## config.mk

```make
export PLATFORM = sky130hd
export DESIGN_NAME = mmc3_chrram_core
export DESIGN_NICKNAME = d
export VERILOG_FILES = /design/src/rtl/mmc3_chrram_core_pkg.sv /design/src/rtl/mmc3_a12_filter.sv /design/src/rtl/mmc3_chrram_core.sv
export SDC_FILE = /design/constraint.sdc
export NUM_CORES = 1
export LEC_CHECK = 0
export BUFFER_PORTS_ARGS = -buffer_cell sky130_fd_sc_hd__buf_2
export CAP_MARGIN = 40
export CORE_AREA = 5 5 82 160
export CTS_CLUSTER_DIAMETER = 40
export DETAILED_ROUTE_END_ITERATION = 10
export DIE_AREA = 0 0 87 165
export GPL_TIMING_DRIVEN = 0
export PLACE_DENSITY = 0.71
export SLEW_MARGIN = 20
export SYNTH_ARGS = -nofsm -noshare
export SYNTH_HDL_FRONTEND = slang
export SYNTH_SLANG_ARGS = --single-unit
```

## constraint.sdc

```tcl
create_clock -name clk -period 10.9 [get_ports clk]
set_clock_uncertainty 0.2 [all_clocks]
set_input_delay 0.545 -clock clk [delete_from_list [all_inputs] [get_ports clk]]
set_output_delay 0.545 -clock clk [all_outputs]
set_load 0.02 [all_outputs]
```

## src/rtl/mmc3_chrram_core_pkg.sv

```systemverilog
// Shared definitions for the MMC3-class bank controller.
// Holds the register-decode keys ({cpu_addr[14:13], cpu_addr[0]}), the
// indices of the PRG bank registers, the power-on bank register contents
// and a constant-evaluable clog2 helper used to size counters and slices.
package mmc3_chrram_core_pkg;

  // Register decode key = {cpu_addr[14:13], cpu_addr[0]}
  localparam logic [2:0] REG_BANK_SEL    = 3'b000;  // $8000
  localparam logic [2:0] REG_BANK_DATA   = 3'b001;  // $8001
  localparam logic [2:0] REG_MIRROR      = 3'b010;  // $A000
  localparam logic [2:0] REG_PRG_RAM     = 3'b011;  // $A001 (no effect)
  localparam logic [2:0] REG_IRQ_LATCH   = 3'b100;  // $C000
  localparam logic [2:0] REG_IRQ_RELOAD  = 3'b101;  // $C001
  localparam logic [2:0] REG_IRQ_DISABLE = 3'b110;  // $E000
  localparam logic [2:0] REG_IRQ_ENABLE  = 3'b111;  // $E001

  // Bank registers that feed the PRG map
  localparam int BANK_R6 = 6;
  localparam int BANK_R7 = 7;

  // Reset contents of R7..R0 (element [7] is the leftmost entry)
  localparam logic [7:0][7:0] RESET_BANKS = {
    8'd1, 8'd0, 8'd7, 8'd6, 8'd5, 8'd4, 8'd2, 8'd0
  };

  // Smallest r with (1 << r) >= value
  function automatic int clog2(input int value);
    int r;
    r = 0;
    while ((1 << r) < value) r = r + 1;
    return r;
  endfunction

endpackage

```

## src/rtl/mmc3_a12_filter.sv

```systemverilog
// PPU A12 rising-edge qualifier for the scanline counter.
// A rising edge of a12 only counts when a12 has been sampled low for at
// least A12_LOW_MIN consecutive clocks, which rejects the short A12 toggles
// that occur inside one scanline's fetch pattern.
// Ports:
//   clk, rst_n  clock, asynchronous active-low reset
//   a12         ppu_addr[12], synchronous to clk
//   a12_tick    combinational: high in the cycle a qualified edge is visible
module mmc3_a12_filter
  import mmc3_chrram_core_pkg::*;
#(
  parameter int A12_LOW_MIN = 6
) (
  input  logic clk,
  input  logic rst_n,
  input  logic a12,
  output logic a12_tick
);

  localparam int LW_RAW = clog2(A12_LOW_MIN + 1);
  localparam int LW     = (LW_RAW < 1) ? 1 : LW_RAW;
  localparam logic [LW-1:0] LOW_MAX = LW'(A12_LOW_MIN);

  logic [LW-1:0] low_cnt_q, low_cnt_d;
  logic          a12_prev_q, a12_prev_d;

  always_comb begin
    low_cnt_d  = low_cnt_q;
    a12_prev_d = a12;
    if (a12) begin
      low_cnt_d = '0;
    end else if (low_cnt_q != LOW_MAX) begin
      low_cnt_d = low_cnt_q + LW'(1);
    end
    // low_cnt_q still holds the low-run length that preceded this high sample
    a12_tick = a12 & ~a12_prev_q & (low_cnt_q == LOW_MAX);
  end

  always_ff @(posedge clk or negedge rst_n) begin
    if (!rst_n) begin
      low_cnt_q  <= '0;
      a12_prev_q <= 1'b0;
    end else begin
      low_cnt_q  <= low_cnt_d;
      a12_prev_q <= a12_prev_d;
    end
  end

endmodule

```

## src/rtl/mmc3_chrram_core.sv

```systemverilog
// MMC3-class PRG/CHR bank controller with a runtime-sized CHR-RAM window
// and a filtered A12 scanline IRQ counter.
// Ports:
//   clk, rst_n                clock, asynchronous active-low reset
//   cpu_addr/data/rw/m2       CPU bus; a write commits on the falling M2
//                             sample with rw=0 and cpu_addr[15]=1
//   ppu_addr                  PPU address
//   mir_h                     mirroring value adopted at reset release
//   ram_cnt                   number of 1K CHR-RAM banks (0 = off, clamped)
//   irq_alt                   1 selects the old-revision IRQ rule
//   prg_ce, prg_addr          PRG chip enable and 8K bank number
//   chr_addr, chr_ram_ce      CHR 1K bank number / RAM window hit
//   ciram_a10                 nametable A10
//   irq                       active-high, sticky until $E000 or reset
module mmc3_chrram_core
  import mmc3_chrram_core_pkg::*;
#(
  parameter int PRG_W       = 19,
  parameter int CHR_W       = 18,
  parameter int RAM_BASE    = 8,
  parameter int RAM_MAX     = 4,
  parameter int A12_LOW_MIN = 6
) (
  input  logic               clk,
  input  logic               rst_n,
  input  logic [15:0]        cpu_addr,
  input  logic [7:0]         cpu_data,
  input  logic               cpu_rw,
  input  logic               cpu_m2,
  input  logic [13:0]        ppu_addr,
  input  logic               mir_h,
  input  logic [3:0]         ram_cnt,
  input  logic               irq_alt,
  output logic               prg_ce,
  output logic [PRG_W-14:0]  prg_addr,
  output logic [CHR_W-11:0]  chr_addr,
  output logic               chr_ram_ce,
  output logic               ciram_a10,
  output logic               irq
);

  localparam int PB     = PRG_W - 13;
  localparam int CB     = CHR_W - 10;
  localparam int RB     = clog2(RAM_MAX);
  localparam int RBW    = (RB < 1) ? 1 : RB;
  localparam logic [3:0] RAM_MAX_N  = 4'(RAM_MAX);
  localparam logic [9:0] RAM_BASE_W = 10'(RAM_BASE);

  // ---------------- register state ----------------
  logic             m2_prev_q, m2_prev_d;
  logic             init_q, init_d;      // first clock after reset release
  logic [2:0]       bank_sel_q, bank_sel_d;
  logic             prg_mode_q, prg_mode_d;
  logic             chr_inv_q, chr_inv_d;
  logic             mir_q, mir_d;
  logic [7:0][7:0]  r_q, r_d;
  logic [7:0]       latch_q, latch_d;
  logic [7:0]       cnt_q, cnt_d;
  logic             reload_q, reload_d;
  logic             irq_en_q, irq_en_d;
  logic             irq_q, irq_d;

  logic             commit;
  logic [2:0]       reg_key;
  logic             mir_eff;
  logic             a12_tick;
  logic [7:0]       cnt_pre;
  logic             reload_pre;
  logic             irq_set;

  mmc3_a12_filter #(
    .A12_LOW_MIN(A12_LOW_MIN)
  ) u_a12_filter (
    .clk      (clk),
    .rst_n    (rst_n),
    .a12      (ppu_addr[12]),
    .a12_tick (a12_tick)
  );

  assign commit  = m2_prev_q & ~cpu_m2 & ~cpu_rw & cpu_addr[15];
  assign reg_key = {cpu_addr[14:13], cpu_addr[0]};
  // mir_h is followed until the first clock after reset, where it is latched
  assign mir_eff = init_q ? mir_h : mir_q;

  always_comb begin
    m2_prev_d  = cpu_m2;
    init_d     = 1'b0;
    bank_sel_d = bank_sel_q;
    prg_mode_d = prg_mode_q;
    chr_inv_d  = chr_inv_q;
    mir_d      = mir_eff;
    r_d        = r_q;
    latch_d    = latch_q;
    cnt_d      = cnt_q;
    reload_d   = reload_q;
    irq_en_d   = irq_en_q;
    irq_d      = irq_q;
    cnt_pre    = '0;
    reload_pre = 1'b0;
    irq_set    = 1'b0;

    // Register write first, so the edge logic below sees post-write values
    if (commit) begin
      case (reg_key)
        REG_BANK_SEL: begin
          bank_sel_d = cpu_data[2:0];
          prg_mode_d = cpu_data[6];
          chr_inv_d  = cpu_data[7];
        end
        REG_BANK_DATA:   r_d[bank_sel_q] = cpu_data;
        REG_MIRROR:      mir_d = cpu_data[0];
        REG_IRQ_LATCH:   latch_d = cpu_data;
        REG_IRQ_RELOAD: begin
          cnt_d    = '0;
          reload_d = 1'b1;
        end
        REG_IRQ_DISABLE: begin
          irq_en_d = 1'b0;
          irq_d    = 1'b0;
        end
        REG_IRQ_ENABLE:  irq_en_d = 1'b1;
        default: ;
      endcase
    end

    if (a12_tick) begin
      cnt_pre    = cnt_d;
      reload_pre = reload_d;
      if (cnt_d == 8'd0 || reload_d) begin
        cnt_d    = latch_d;
        reload_d = 1'b0;
      end else begin
        cnt_d = cnt_d - 8'd1;
      end
      // A $E000 in this cycle already cleared irq_en_d, so it wins here
      irq_set = irq_en_d && (cnt_d == 8'd0) &&
                (!irq_alt || (cnt_pre != 8'd0) || reload_pre);
      if (irq_set) irq_d = 1'b1;
    end
  end

  always_ff @(posedge clk or negedge rst_n) begin
    if (!rst_n) begin
      m2_prev_q  <= 1'b0;
      init_q     <= 1'b1;
      bank_sel_q <= '0;
      prg_mode_q <= 1'b0;
      chr_inv_q  <= 1'b0;
      mir_q      <= 1'b0;
      r_q        <= RESET_BANKS;
      latch_q    <= '0;
      cnt_q      <= '0;
      reload_q   <= 1'b0;
      irq_en_q   <= 1'b0;
      irq_q      <= 1'b0;
    end else begin
      m2_prev_q  <= m2_prev_d;
      init_q     <= init_d;
      bank_sel_q <= bank_sel_d;
      prg_mode_q <= prg_mode_d;
      chr_inv_q  <= chr_inv_d;
      mir_q      <= mir_d;
      r_q        <= r_d;
      latch_q    <= latch_d;
      cnt_q      <= cnt_d;
      reload_q   <= reload_d;
      irq_en_q   <= irq_en_d;
      irq_q      <= irq_d;
    end
  end

  // ---------------- PRG map ----------------
  logic [PB-1:0] prg_last, prg_r6, prg_r7;

  always_comb begin
    prg_last = '1;
    prg_r6   = PB'(r_q[BANK_R6]);
    prg_r7   = PB'(r_q[BANK_R7]);
    case (cpu_addr[14:13])
      2'd0:    prg_addr = prg_mode_q ? (prg_last - PB'(1)) : prg_r6;
      2'd1:    prg_addr = prg_r7;
      2'd2:    prg_addr = prg_mode_q ? prg_r6 : (prg_last - PB'(1));
      default: prg_addr = prg_last;
    endcase
  end

  assign prg_ce = cpu_addr[15];

  // ---------------- CHR map and RAM window ----------------
  logic [2:0]     chr_sel;
  logic [7:0]     chr_bank;
  logic [3:0]     ram_n;
  logic [3:0]     ram_mask;
  logic [9:0]     bank_ext;
  logic [RBW-1:0] ram_off;

  always_comb begin
    chr_sel = ppu_addr[12:10] ^ {chr_inv_q, 2'b00};
    case (chr_sel)
      3'd0, 3'd1: chr_bank = {r_q[0][7:1], chr_sel[0]};
      3'd2, 3'd3: chr_bank = {r_q[1][7:1], chr_sel[0]};
      default:    chr_bank = r_q[chr_sel - 3'd2];
    endcase

    ram_n      = (ram_cnt > RAM_MAX_N) ? RAM_MAX_N : ram_cnt;
    ram_mask   = ram_n - 4'd1;
    bank_ext   = {2'b00, chr_bank};
    chr_ram_ce = (ram_n != 4'd0) && !ppu_addr[13] &&
                 (bank_ext >= RAM_BASE_W) &&
                 (bank_ext < (RAM_BASE_W + {6'b0, ram_n}));
    ram_off    = ppu_addr[10 +: RBW] & ram_mask[RBW-1:0];
    chr_addr   = chr_ram_ce ? CB'(ram_off) : CB'(chr_bank);
  end

  assign ciram_a10 = mir_eff ? ppu_addr[11] : ppu_addr[10];
  assign irq       = irq_q;

  // Address bits and register bits that no mapping path consumes
  logic unused_ok;
  assign unused_ok = ^{cpu_addr[12:1], ppu_addr[9:0], r_q[0][0], r_q[1][0],
                       r_q[BANK_R6], r_q[BANK_R7], ram_mask, chr_bank};

endmodule

```

==> run_results.csv, run 1 <==
group,metric,value,unit
sta,worst_slew_pin_slew,0.875,ns
synth,yosysMostFrequentCell,"dfrtp_1",
status,outcome,"complete, no violations",
clock_network,cts_resized,0,
synth,synth.avg_cell_area,11.3,um2
die,design.die.area,14400,um2
placed_design,hpwl,9.61,mm
setup_path,path_max_fanout,10,
setup_path,crit_path_top_delay_cell,"a222oi_1",
synth,yosysWarnings,0,
drt,first_pass_iters,4,
synth,synth_ff_type,"dfrtp_1",
cells_and_area,nets,564,
synth,synth-edff-count,0,
drt,postRouteAntennaNets,0,
synth,yosys.area_share.adder,0.0248,
die,die_w,87,um
drt,drt_iter0_drc,207,
synth,synth_area_leaders,"dfrtp_1 42%, mux2_2 14%, mux2i_1 6.2%, dfstp_2 5.7%, nand2_1 2.5%",
drt,route.detailed.drc,0,
sta,setup_viol,0,
sta,rsz0062_at_grt,"false",
setup_path,path_class,"in2out",
drt,routed_wl,12.3,mm
sta,final_hold_viol_count,0,
drt,vias,3727,
setup_path,crit_arrival,4.52,ns
setup_path,crit_chain,"buf_2 > clkbuf_1 > buf_2 > buf_4 > mux4_2 > mux2_2 > a222oi_1 > inv_1 > ha_1 > o2111ai_1 > o221a_2 > o21ai_1 > nor4_4 > a21boi_4 > mux2i_1 > buf_2",
synth,yosys.area.top_type,"dfrtp_1",
synth,synth-xor-area-share,0.0104,
clock_network,cts_tree,"done",
setup_path,cpPeakStageDelay,0.48,ns
synth,ys_ff_latch,95,
synth,ys_types,50,
cells_and_area,area_growth,14.8,%
placed_design,place.gp.congestion,0.916,
synth,synth_area,5040,um2
global_route,grt_pass1_vias,4125,
synth,synth-compound-area-share,0.0980,
die,start_util,0.431,
power,leakagePower,2.74,nW
setup_path,crit_path_start_kind,"input port",
clock_network,htree_levels,3,
sta,finalCriticalPeriod,5.27,ns
die,die_h,165,um
synth,async_reset_ff_frac,1.00,
drt,avgViaCountPerCell,5.68,
power,p_per_area,156,nW/um2
sta,fmax,190,MHz
clock_network,clockBufferDepth,2,
die,design.portCount,66,
clock_network,clockRootBuffer,"clkbuf_16",
clock_network,clock-sinks,95,
synth,ys_top_cells_by_count,"84 x dfrtp_1, 63 x mux2_2, 34 x nand2_1",
cells_and_area,drive_above_1_share,0.295,
clock_network,cts.clk_slew.worst_paths,0.06,ns
placed_design,dp.cells,638,
clock_network,postCtsSetupRepairBufs,0,
setup_path,cp_common_cell,"buf_2",
global_route,grt_max_degree,74,
synth,netlist_instances,448,
clock_network,cts_buffers,9,
drt,wl_per_cell,18.7,um
global_route,met2_usage,0.335,
global_route,grt_pass1_wl,20.2,mm
sta,slew_headroom,0.414,
setup_path,cp-end-kind,"primary output",
global_route,grt-ovfl-total,0,
sta,setup-tns-final,0,ns
synth,synth_top_family_by_area,"multiplexers",
global_route,antenna_found_initial,0,
sta,period_share,0.483,
power,peakVddDrop,133,uV
global_route,grt_use_met3,0.0364,
global_route,groute.usage.overall,0.184,
setup_path,crit_required,10.16,ns
cells_and_area,antenna_cells,0,
synth,synth_top_area_frac,0.417,
cells_and_area,fin_cells,656,
min_path,hold_path_class,"in2reg",
synth,yosysSeqAreaShare,0.474,
sta,drv_slew,0,
placed_design,io_buffers,41,
power,totalPowerFinal,0.903,mW
global_route,grt-busiest-layer,"met2",
global_route,grt_use_met1,0.184,
run,max_cap_violations,0,
die,coreArea,11700,um2
clock_network,clk_latency,0.34,ns
synth,muxShareOfSynthArea,0.242,
die,rows,56,
synth,synthSimpleGateAreaFrac,0.118,
==> kinds of logic (layout without fill, tap and decap cells) <==
kind of cell / Yosys count / count (layout)
adder cells (fa/ha/maj): 10 / 10
other: 2 / 3
multiplexers: 108 / 108
XOR/XNOR: 6 / 6
buffers and inverters: 38 / 100
AND/OR/NAND/NOR: 117 / 117
AO/OA/AOI/OAI: 72 / 72
flip-flops: 95 / 95
==> timing repair <==
| action | 4_1_cts | 5_1_grt |
|---|---|---|
| endpoints found under the setup margin | 0 | 0 |
| hold endpoints to repair | 22 | 0 |
| hold buffers | 1 | 0 |
==> routing by layer <==
metal	part of all wire	vias up
met5	0	-
met4	0.059	0
met3	0.034	51
met2	0.56	102
met1	0.35	1828
li1	-	1746
==> registers in the layout (all words and copies together) (netlist names), 3 cells and up <==
register                cells
r_q                        52
latch_q                     8
cnt_q                       8
u_a12_filter.low_cnt_q      3
prg_r7                      6
bank_sel_q                  3
prg_r6                      6
==> power breakdown <==
part           internal [mW]  switching (mW)
Sequential             0.374          0.0166
Combinational         0.0792           0.123
Clock                  0.166           0.143
Total                  0.619           0.284
==> stage by stage <==
step / util / hold WS, ns / setup slack [ns] / area [um2]
floorplan: - / 0.0494 / 6.15 / 5050
global placement: 0.464 / 0.285 / 5.62 / 5430
detailed placement: 0.468 / 0.217 / 5.55 / 5480
CTS: 0.494 / 0.109 / 5.54 / 5790
global route: 0.495 / 0.116 / 5.26 / 5790
finish: 0.495 / 0.121 / 5.63 / 5790
==> area by class of cell <==
type / instances / area, um2
clock buffers: 10 / 239
multi-input cells: 316 / 2500
fillers: 1042 / 5910
well taps: 145 / 181
inverters: 15 / 56.3
flip-flops and latches: 95 / 2390
plain buffers: 23 / 97.6
clock inverters: 6 / 55.1
repair buffers: 46 / 269
==> placed cells by master (no fill, tap or decap), drive strengths merged, types with 2 or more instances in the layout <==
| master | instances |
|---|---|
| a22oi | 15 |
| mux2i | 31 |
| dfstp | 11 |
| xor2 | 3 |
| nor2 | 25 |
| nor4 | 5 |
| inv | 20 |
| nor2b | 5 |
| o22a | 5 |
| and2 | 2 |
| a21boi | 2 |
| a32oi | 3 |
| xnor2 | 3 |
| dfrtp | 84 |
| conb | 3 |
| o21ai | 20 |
| a31o | 2 |
| nor3 | 14 |
| mux4 | 4 |
| nand4b | 3 |
| nand2 | 34 |
| clkbuf | 26 |
| nand3 | 11 |
| nor3b | 4 |
| nand4 | 2 |
| a222oi | 2 |
| buf | 52 |
| ha | 10 |
| nand2b | 7 |
| mux2 | 73 |
| a31oi | 2 |
| a21oi | 13 |
| a211oi | 5 |
==> worst max-delay path: cells and delay by family <==
kind                     cells  cell delay [ns]
AO/OA/AOI/OAI                5             1.34
adder cells (fa/ha/maj)      1             0.28
buffers and inverters        6             1.24
multiplexers                 3             0.81
AND/OR/NAND/NOR              1             0.29
==> final timing paths <==
kind | cells past startpoint | slack, ns | end | startpoint
min | 1 | 0.12 | m2_prev_q | cpu_m2
max | 16 | 5.63 | chr_addr[0] | ppu_addr[11]
min reg2reg | 1 | 0.31 | r_q[45] | r_q[45]
max reg2reg | 10 | 8.11 | cnt_q[2] | m2_prev_q
max in group asynchronous | 3 | 9.43 | r_q[9] | rst_n
min in group asynchronous | 2 | 0.41 | r_q[37] | rst_n
Note: power is estimated with default switching activity, not from simulation.
==> inputs of run 2 (changes only) <==
Clock period 10.9 ns to 5.4 ns, I/O delays scaled along.
==> run_results.csv, run 2 (synthesis results as in run 1) <==
group,metric,value,unit
min_path,hold_path_class,"in2reg",
global_route,grt-ovfl-total,0,
die,start_util,0.431,
die,die_w,87,um
clock_network,cts.clk_slew.worst_paths,0.06,ns
cells_and_area,final_common_cell,"dfrtp_1",
setup_path,crit_required,4.93,ns
clock_network,clk_latency,0.34,ns
sta,drv_slew,0,
clock_network,htree_levels,3,
cells_and_area,drive_above_1_share,0.296,
setup_path,reg2reg_slack,2.60,ns
cells_and_area,multi_input_comb_area,2510,um2
status,outcome,"complete, no violations",
placed_design,io_buffers,41,
sta,rsz0062_at_grt,"false",
setup_path,crit_path_top_delay_cell,"dlygate4sd3_1",
die,design.die.area,14400,um2
sta,setup_viol,0,
setup_path,path_class,"in2out",
cells_and_area,fin_cells,658,
cells_and_area,top_regs,"r_q x52, cnt_q x8, latch_q x8",
die,rows,56,
clock_network,cts_buffers,9,
setup_path,crit_chain,"dlygate4sd3_1 > buf_2 > xnor2_2 > ha_1 > nor2b_1 > a22oi_1 > a32oi_1 > nand2_1 > ha_1 > a211oi_1 > o221a_2 > o21ai_1 > nor4_4 > a21boi_4 > mux2i_1 > buf_2",
power,peakVddDrop,268,uV
run,max_cap_violations,0,
setup_path,crit_arrival,4.48,ns
drt,avgViaCountPerCell,5.69,
cells_and_area,largest_reg_flops,52,
setup_path,crit_path_start_kind,"input port",
cells_and_area,ff_latch_area,2390,um2
clock_network,clockBufferDepth,2,
sta,final_hold_viol_count,0,
global_route,grt_max_degree,74,
sta,slew_headroom,0.403,
drt,vias,3741,
global_route,grt_pass1_wl,20.2,mm
setup_path,crit_buf_inv,3,
cells_and_area,regMostFlops,"r_q",
placed_design,dp.cells,638,
cells_and_area,area_growth,15.4,%
sta,setup-tns-final,0,ns
cells_and_area,antenna_cells,0,
drt,route.detailed.drc,0,
die,design.portCount,66,
die,die_h,165,um
global_route,grt_pass1_vias,4126,
sta,period_share,0.916,
clock_network,clockRootBuffer,"clkbuf_16",
global_route,groute.usage.overall,0.184,
cells_and_area,final_cell_mix,"84 x dfrtp_1, 63 x mux2_2, 44 x buf_2",
clock_network,clock-sinks,95,
drt,postRouteAntennaNets,0,
drt,first_pass_iters,4,
setup_path,cp-end-kind,"primary output",
setup_path,crit_family,"compound AO/OA/AOI/OAI gates",
power,leakagePower,2.75,nW
sta,fmax,202,MHz
global_route,antenna_found_initial,0,
power,p_per_area,314,nW/um2
drt,wl_per_cell,18.7,um
die,coreArea,11700,um2
setup_path,path_max_fanout,7,
drt,routed_wl,12.3,mm
sta,finalCriticalPeriod,4.95,ns
placed_design,place.gp.congestion,0.916,
setup_path,cpPeakStageDelay,0.54,ns
cells_and_area,final.fill_count,1038,
clock_network,cts_tree,"done",
cells_and_area,nets,566,
sta,worst_slew_pin_slew,0.892,ns
drt,drt_iter0_drc,200,
placed_design,hpwl,9.61,mm
-- run 2: final timing paths --
path                         startpoint     endpoint  cells after the start
max                        ppu_addr[12]  chr_addr[0]                     16
min                             irq_alt          irq                      4
max reg2reg                   m2_prev_q     cnt_q[2]                     10
min reg2reg                     r_q[45]      r_q[45]                      1
max in group asynchronous         rst_n       r_q[9]                      3
min in group asynchronous         rst_n      r_q[39]                      2
-- run 2: power by group --
group / internal [mW] / total (mW) / switching, mW
clock network: 0.336 / 0.626 / 0.290
logic: 0.162 / 0.411 / 0.250
registers: 0.754 / 0.788 / 0.0340
-- run 2: layer usage --
metal / wire length, um / part of all wire / track usage
met4: 701 / 0.057 / 0.119
met3: 418 / 0.034 / 0.0364
met2: 6810 / 0.55 / 0.335
met1: 4410 / 0.36 / 0.185
met5: 0 / 0 / 0
-- run 2: final cells by class --
class,instances,share of cell area
inverters,15,0.00968
flip-flops and latches,95,0.411
repair buffers,48,0.0497
well taps,145,0.0312
multi-input cells,316,0.431
clock buffers,10,0.0411
plain buffers,23,0.0168
clock inverters,6,0.00946
-- run 2: per-stage QoR --
stage	util	setup WS [ns]	cell area [um2]	power, mW	hold slack, ns
finish	0.497	0.454	5820	1.83	0.0409
global route	0.497	0.159	5820	1.92	0.0649
CTS	0.496	0.259	5810	1.84	0.0317
detailed placement	0.468	0.601	5480	1.21	-0.0585
global placement	0.464	0.668	5430	1.19	0.189
floorplan	-	1.20	5050	1.08	-0.226
-- run 2: worst min-delay path: stages --
cell     delay [ns]
buf_2          0.08
nand3_1        0.05
nand4_1        0.09
o21ai_1        0.05
-- run 2: timing repair --
item                       in CTS  in global routing
gates resized for setup         0                  1
setup endpoints to repair       0                  2
hold buffers                    3                  0
hold endpoints to repair       86                  0
setup buffers                   0                  0
